## src/rtl/kan_layer_seq.sv

```systemverilog
// kan_layer_seq: sequential Chebyshev KAN layer. Streams coefficients from an external memory,
// builds T_n(x[i]) with a shared recurrence and runs OUT_DIM saturating MAC lanes in parallel.
module kan_layer_seq #(
  parameter int IN_DIM = 4,
  parameter int OUT_DIM = 4,
  parameter int WIDTH = 16,
  parameter int FRAC = 12,
  parameter int DEGREE = 3,
  parameter int ACC_W = WIDTH + 8,
  localparam int N = IN_DIM * (DEGREE + 1),
  localparam int AW = (N > 1) ? $clog2(N) : 1
) (
  input  logic                       clk,
  input  logic                       rst_n,
  input  logic                       start,
  input  logic [IN_DIM*WIDTH-1:0]    x_vec,
  output logic                       coef_rd_en,
  output logic [AW-1:0]              coef_rd_addr,
  input  logic [OUT_DIM*WIDTH-1:0]   coef_rd_data,
  output logic                       busy,
  output logic                       done,
  output logic [OUT_DIM-1:0]         sat,
  output logic [OUT_DIM*WIDTH-1:0]   y_vec
);
  localparam int IW = (IN_DIM > 1) ? $clog2(IN_DIM) : 1;
  localparam int NW = (DEGREE > 0) ? $clog2(DEGREE + 1) : 1;
  localparam int TW = 2 * WIDTH + 2;
  localparam int PW = 2 * WIDTH;
  localparam int SW = ((PW > ACC_W) ? PW : ACC_W) + 1;
  localparam logic signed [WIDTH-1:0] ONE = WIDTH'(1 << FRAC);
  localparam logic signed [WIDTH-1:0] W_MAX = {1'b0, {(WIDTH-1){1'b1}}};
  localparam logic signed [WIDTH-1:0] W_MIN = {1'b1, {(WIDTH-1){1'b0}}};
  localparam logic signed [ACC_W-1:0] A_MAX = {1'b0, {(ACC_W-1){1'b1}}};
  localparam logic signed [ACC_W-1:0] A_MIN = {1'b1, {(ACC_W-1){1'b0}}};

  typedef enum logic [1:0] {IDLE, RUN, DRAIN, OUTP} state_t;
  state_t state;

  logic signed [WIDTH-1:0] x_q [IN_DIM];
  logic [IW-1:0] i_cnt, i_nx;
  logic [NW-1:0] n_cnt, n_nx;
  logic signed [WIDTH-1:0] t_cur, t_prev, t_d, x_nx, t_nx;
  logic signed [TW-1:0] rec;
  logic wrap, last, v_d;
  logic signed [ACC_W-1:0] acc [OUT_DIM];
  logic [OUT_DIM-1:0] ovf, acc_of, y_of;
  logic signed [PW-1:0] prod [OUT_DIM];
  logic signed [SW-1:0] sum [OUT_DIM];
  logic signed [ACC_W-1:0] acc_nx [OUT_DIM];
  logic signed [WIDTH-1:0] y_nx [OUT_DIM];

  // Next term to issue: t_cur/t_prev hold T(n-1)/T(n-2) of the read currently on the bus
  always_comb begin
    wrap = n_cnt == NW'(DEGREE);
    last = coef_rd_addr == AW'(N - 1);
    n_nx = wrap ? '0 : n_cnt + NW'(1);
    i_nx = wrap ? i_cnt + IW'(1) : i_cnt;
    x_nx = '0;
    for (int k = 0; k < IN_DIM; k++)
      x_nx = (i_nx == IW'(k)) ? x_q[k] : x_nx;
    rec = ((TW'(x_nx) * TW'(t_cur) * TW'(2)) >>> FRAC) - TW'(t_prev);
    t_nx = (n_nx == '0) ? ONE :
           (n_nx == NW'(1)) ? x_nx :
           (rec > TW'(W_MAX)) ? W_MAX :
           (rec < TW'(W_MIN)) ? W_MIN : rec[WIDTH-1:0];
  end

  always_comb begin
    for (int j = 0; j < OUT_DIM; j++) begin
      prod[j] = PW'($signed(coef_rd_data[j*WIDTH +: WIDTH])) * PW'(t_d);
      sum[j] = SW'(acc[j]) + SW'(prod[j] >>> FRAC);
      acc_of[j] = (sum[j] > SW'(A_MAX)) || (sum[j] < SW'(A_MIN));
      acc_nx[j] = (sum[j] > SW'(A_MAX)) ? A_MAX :
                  (sum[j] < SW'(A_MIN)) ? A_MIN : sum[j][ACC_W-1:0];
      y_of[j] = (acc[j] > ACC_W'(W_MAX)) || (acc[j] < ACC_W'(W_MIN));
      y_nx[j] = (acc[j] > ACC_W'(W_MAX)) ? W_MAX :
                (acc[j] < ACC_W'(W_MIN)) ? W_MIN : acc[j][WIDTH-1:0];
    end
  end

  // Data for a read returns one cycle later, so the term and a valid bit are delayed by one stage
  always_ff @(posedge clk or negedge rst_n) begin
    if (!rst_n) begin
      state <= IDLE;
      busy <= 1'b0;
      done <= 1'b0;
      coef_rd_en <= 1'b0;
      coef_rd_addr <= '0;
      sat <= '0;
      y_vec <= '0;
      i_cnt <= '0;
      n_cnt <= '0;
      t_cur <= '0;
      t_prev <= '0;
      t_d <= '0;
      v_d <= 1'b0;
      ovf <= '0;
      for (int k = 0; k < IN_DIM; k++) x_q[k] <= '0;
      for (int j = 0; j < OUT_DIM; j++) acc[j] <= '0;
    end else begin
      done <= 1'b0;
      v_d <= coef_rd_en;
      t_d <= t_cur;
      if (v_d)
        for (int j = 0; j < OUT_DIM; j++) begin
          acc[j] <= acc_nx[j];
          ovf[j] <= ovf[j] | acc_of[j];
        end
      case (state)
        IDLE: if (start && !done) begin
          for (int k = 0; k < IN_DIM; k++) x_q[k] <= x_vec[k*WIDTH +: WIDTH];
          for (int j = 0; j < OUT_DIM; j++) acc[j] <= '0;
          ovf <= '0;
          busy <= 1'b1;
          coef_rd_en <= 1'b1;
          coef_rd_addr <= '0;
          i_cnt <= '0;
          n_cnt <= '0;
          t_cur <= ONE;
          t_prev <= '0;
          state <= RUN;
        end
        RUN: if (last) begin
          coef_rd_en <= 1'b0;
          state <= DRAIN;
        end else begin
          coef_rd_addr <= coef_rd_addr + AW'(1);
          i_cnt <= i_nx;
          n_cnt <= n_nx;
          t_cur <= t_nx;
          t_prev <= t_cur;
        end
        DRAIN: state <= OUTP;
        default: begin
          for (int j = 0; j < OUT_DIM; j++) y_vec[j*WIDTH +: WIDTH] <= y_nx[j];
          sat <= y_of | ovf;
          done <= 1'b1;
          busy <= 1'b0;
          state <= IDLE;
        end
      endcase
    end
  end
endmodule

```

## config.mk

```make
export PLATFORM = sky130hd
export DESIGN_NAME = kan_layer_seq
export DESIGN_NICKNAME = d
export VERILOG_FILES = /design/src/rtl/kan_layer_seq.sv
export SDC_FILE = /design/constraint.sdc
export NUM_CORES = 2
export LEC_CHECK = 0
export CAP_MARGIN = 20
export CORE_ASPECT_RATIO = 2
export CORE_UTILIZATION = 50
export DETAILED_ROUTE_END_ITERATION = 16
export PLACE_DENSITY = 0.77
export SLEW_MARGIN = 20
export SYNTH_ARGS = -nofsm -noshare
export SYNTH_HDL_FRONTEND = slang
export SYNTH_SLANG_ARGS = --single-unit
```

## constraint.sdc

```tcl
create_clock -name clk -period 27 [get_ports clk]
set_clock_uncertainty 0.1 [all_clocks]
set_input_delay 4.05 -clock clk [delete_from_list [all_inputs] [get_ports clk]]
set_output_delay 4.05 -clock clk [all_outputs]
set_load 0.05 [all_outputs]
```

== After elaboration in Yosys (flattened, before gate mapping) ==
Index checks and enable logic that the tools add are counted.
Storage, ports and cells
  flip-flop bits (word level): 294
  input port bits: 131
Cells by class
  $add $sub $neg: 8
  $mul: 5
  magnitude comparators: 18
  eq/ne operators: 11
  muxes and demuxes: 54
  bitwise gates (word level): 6
  reductions and logical operators: 21
Operator list (number)
  $mux 16: 20
  $mux 96: 3
  $mux 24: 8
  $mul 16x16->32: 5
  $add 24x20->25: 4
  $gt 25x24->1 const B: 4
  $lt 25x24->1 const B: 4
  $gt 24x16->1 const B: 4
  $lt 24x16->1 const B: 4
  $pmux 16 s2: 2
  $gt 22x16->1 const B: 1
  $lt 22x16->1 const B: 1
  $sub 21x16->22: 1
  $mux 4: 5
  $mux 2: 7
  $eq 2x2->1 const B: 4
  $logic_or 1x1->1: 8
  $pmux 2 s2: 2
  $pmux 4 s2: 1
  $eq 2x1->1 const B: 3
  $logic_not 2->1: 3
  $ne 2x2->1 const B: 3
  $pmux 2 s3: 1
  $reduce_and 2->1: 3
  other kinds (14): 22

== Logic depth before layout (Yosys ltp) ==
  word-level depth: 16
  gate-level depth with buffers: 44
  depth with buffers taken out: 40

== Worst setup path after synthesis ==
Ideal clock, no wire load.
  kind: input to register
  start: input port coef_rd_data[58]
  end: register acc[6] in the netlist's numbering
  setup time: 137 ps
  arrival time: 11770 ps
  path slack: 14993 ps
  cell stages on the path: 35
  path through: clkbuf_1 > nand2_1 > fa_1 > inv_1 > fa_1 > inv_1 > fa_1 > fa_1 > inv_1 > fa_1 > inv_1 > fa_1 > inv_1 > ha_1 > and3_1 > nor2b_1 > nand2_1 > o31ai_1 > a21oi_1 > o41a_1 > nand2b_1 > a21oi_1 > xnor2_1 > ha_1 > a21o_1 > a21o_1 > a21o_1 > a21oi_1 > nor2b_1 > a311oi_2 > nor2b_1 > o31ai_4 > buf_2 > maj3_1 > a21oi_1
Between the ends
  cells in the longest elaborated chain, start to end: 8
  elaborated cells on any way between the ends: 9
  classes of those cells: add/sub (1); mul (1); order compare (2); mux (5)
Ends and longest elaborated chain
  from (decl): line 19  | input logic [OUT_DIM*WIDTH-1:0] coef_rd_data,
  $mul 16x16->32 (*): line 70  | prod[j] = PW'($signed(coef_rd_data[j*WIDTH +: WIDTH])) * PW'(t_d);
  $add 24x20->25 (*): line 71  | sum[j] = SW'(acc[j]) + SW'(prod[j] >>> FRAC);
  $lt 25x24->1: line 74  | (sum[j] < SW'(A_MIN)) ? A_MIN : sum[j][ACC_W-1:0];
  $mux 24: line 74
  $mux 24 (*): line 73  | acc_nx[j] = (sum[j] > SW'(A_MAX)) ? A_MAX :
  $mux 96 (*): line 104  | if (v_d)
  $mux 96: line 110  | IDLE: if (start && !done) begin
  $mux 96 (*): line 109  | case (state)
  to (signal, indexed assignment): line 106  | acc[j] <= acc_nx[j];
  to (decl): line 45  | logic signed [ACC_W-1:0] acc [OUT_DIM];
Every way passes the cells marked *; elsewhere a longest branch is shown, timed or not.
A chain may end at the register's enable or synchronous reset.

== Worst setup path after layout ==
  start: input port coef_rd_data[57]
  end: register ovf[3]
Between the ends
  cells in the longest elaborated chain, start to end: 8
  elaborated cells on any way between the ends: 9
  classes of those cells: add/sub (1); mul (1); order compare (2); mux (3); bitwise (1); reduce/logical (1)
Ends and longest elaborated chain
  $mul 16x16->32 (*): line 70
  $add 24x20->25 (*): line 71
  $gt 25x24->1 or $lt 25x24->1 (tied branches): line 72  | acc_of[j] = (sum[j] > SW'(A_MAX)) || (sum[j] < SW'(A_MIN));
  $logic_or 1x1->1 (*): line 72
  $or 1x1->1 (*): line 107  | ovf[j] <= ovf[j] | acc_of[j];
  $mux 4 (*): line 104
  $mux 4: line 110
  $mux 4 (*): line 109
  to (signal, indexed assignment): line 107
  to (decl): line 46  | logic [OUT_DIM-1:0] ovf, acc_of, y_of;
Marks and branches as above.

==> flow_metrics.tcl <==
set metrics [dict create \
    area_growth_pct 6.58 \
    synth_edf_count 0 \
    yosys-top-cells-area "fa_1, dfrtp_1, ha_1, inv_1, nand2_1" \
    max_stage_delay_ps 900 \
    setup_viol 0 \
    clock-sinks 294 \
    syn-num-nets 9084 \
    cts_buffers 28 \
    synthCells 7123 \
    chipHeight_um 513 \
    place_congestion 0.928 \
    reg2reg_slack_ps 15270 \
    synth.most_common_cell "inv_1" \
    layout_setup_ws_ps 13530 \
    grt_pass1_wl_um 289000 \
    synth-main-ff-cell "dfrtp_1" \
    multi_input_area_um2 51000 \
    drv_cap 0 \
    slew_viol_final 0 \
    path_max_fanout 16 \
    crit_top_cell "fa_1" \
    ctsResizeCount 0 \
    reg2regPathDepth 39 \
    start_util 0.504 \
    placed_cell_area_um2 68600 \
    via_count 49000 \
    hold_class "flip-flop to flip-flop" \
    cp.required_ps 27480 \
    holdPathStages 2 \
    status "finished, final reports clean" \
    holdWs_ps 371 \
    io_pins 206 \
    reg2reg_from "n_cnt[0]" \
    cp-end-kind "flip-flop" \
    final_area_um2 69600 \
    min-delay-start "x_q[47]" \
    fp.dieW_um 257 \
    slowest_stage "clkdlybuf4s50_1" \
    initialDrtViolationCount 2772 \
    yosysSeqAreaShare 0.113 \
    drive_gt1_frac 0.0295 \
    fin_nets 9047 \
    clockBufferDepth 3 \
    clkSlewWorstSetupHoldPaths_ps 70 \
    yosysTopAreaCell "fa_1" \
    relSlewSlack 0.302 \
    wl_per_cell_um 19.8 \
    grt.overflow.total 0 \
    avgSynthCellArea_um2 9.16 \
    min_to "x_q[47]" \
    hold_buffers 0 \
    synth_cell_types 102 \
    ctsHtreeMaxLevel 1 \
    tns_ps 0 \
    dp_hpwl_um 138000 \
    drt_pass1_iterations 5 \
    antenna_found_initial 13 \
    seq_area_um2 7380 \
    critPathKind "input port to flip-flop" \
    async_reset_ff_frac 1.00 \
    start_kind "input port" \
    synth_top_cell_area_share 0.402 \
    design.die.area_um2 132000 \
    synth_area_um2 65300 \
    hold_viol 0 \
    min_period_ps 13470 \
    antenna_left 0 \
    rows 187 \
    grt_max_degree 97 \
    io_buffers 205 \
    avgViaCountPerCell 5.56 \
    startpoint "coef_rd_data[57]" \
    fin_crit_sh 0.499 \
    reg2reg_to "t_cur[9]" \
    tightest_slew_ps 1050 \
    root_buffer "clkbuf_16" \
    cts_tree "built" \
    ys_ff_latch 294 \
    post_cts_buffers 0 \
    synth_warnings 0 \
    n_fill_cell 11500 \
    rsz0062_at_grt "false" \
    fmax_ghz 0.0742 \
    synth_common_cells "inv_1, fa_1, nand2_1, ha_1, and2_1" \
    grt_pass1_vias 55800 \
    pre_cts_slack_ps 12690 \
    clk_latency_ps 690 \
    core_um2 130000 \
    drt-total-wl_um 175000 \
    critical_path_arrival_ps 13950 \
    drc 0 \
    grtUsageTotal 0.277 \
]
==> placed cells by master, fill, tap and decap left out, types with 16 or more instances in the layout <==
| cell | synthesis | routed |
|---|---|---|
| inv_1 | 1529 | 1529 |
| fa_1 | 1310 | 1310 |
| nand2_1 | 1005 | 1005 |
| ha_1 | 520 | 519 |
| and2_1 | 503 | 503 |
| dfrtp_1 | 294 | 277 |
| a21oi_1 | 237 | 235 |
| nor2_1 | 205 | 204 |
| clkdlybuf4s50_1 | 0 | 204 |
| o21ai_0 | 177 | 177 |
| xnor2_1 | 150 | 150 |
| xor2_1 | 92 | 91 |
| nand2b_1 | 91 | 91 |
| a21o_1 | 79 | 79 |
| maj3_1 | 67 | 67 |
| o22ai_1 | 66 | 66 |
| buf_4 | 6 | 38 |
| o21a_1 | 34 | 34 |
| nand3_1 | 33 | 33 |
| nor2b_1 | 31 | 31 |
| clkbuf_16 | 0 | 28 |
| nor3_1 | 26 | 26 |
| nand4_1 | 24 | 24 |
| o21bai_1 | 19 | 19 |
| maj3_2 | 18 | 18 |
| a31oi_1 | 16 | 16 |
| nor4_1 | 16 | 16 |
| dfrtp_2 | 0 | 16 |
==> metal layers <==
metal / global-route usage / wire, µm
met1: 0.295 / 58500
met3: 0.0366 / 9980
met2: 0.517 / 94300
met4: 0.160 / 11700
met5: 0 / 63
==> cell type report <==
cell class | instances | share of cell area
antenna | 8 | 0.000288
clock buffer | 35 | 0.0110
clock inverter | 17 | 0.00279
inverter | 1530 | 0.0826
multi-input combinational | 4986 | 0.733
sequential | 294 | 0.106
tap | 1701 | 0.0306
timing repair buffer | 246 | 0.0340
==> sequential cells by signal, summed over array words and instances (netlist names) <==
name and flops:
sat 4, acc 96, i_cnt 2, t_d 16, ovf 4, t_prev 16
t_cur 16, busy 1, done 1, state 2, coef_rd_addr 4, y_vec 64
n_cnt 2, x_q 64, v_d 1, coef_rd_en 1
==> critical path: cells and delay by family <==
family,cells,cell delay (ps)
AO/OA/AOI/OAI,10,3300
buffers and inverters,7,1420
adder cells (fa/ha/maj),8,3790
AND/OR/NAND/NOR,6,830
XOR/XNOR,2,520
==> cell families after synthesis <==
| logic type | Yosys count | share of synthesized area |
|---|---|---|
| fa+ha+maj | 1915 | 0.515 |
| buf+inv | 1843 | 0.108 |
| xor+xnor | 246 | 0.0336 |
| flops | 294 | 0.113 |
| simple gates | 1996 | 0.145 |
| mux | 21 | 0.00600 |
| compound gates | 808 | 0.0806 |
==> worst max-delay path by stage <==
stage / to
2_1_floorplan: acc[6]
3_3_place_gp: acc[13]
3_5_place_dp: acc[16]
4_1_cts: acc[15]
5_1_grt: ovf[3]
6_report: ovf[3]
==> per-stage QoR <==
| stage | utilization | instances |
|---|---|---|
| 3_3_place_gp | 0.529 | 8754 |
| 2_1_floorplan | - | 7123 |
| 4_1_cts | 0.536 | 8808 |
| 5_1_grt | 0.537 | 8811 |
| 3_5_place_dp | 0.529 | 8756 |
| 6_report | 0.537 | 8817 |
Power is left out: the tool's default activity adds up to more than one toggle a clock period on the data nets, which glitch-free logic cannot reach.
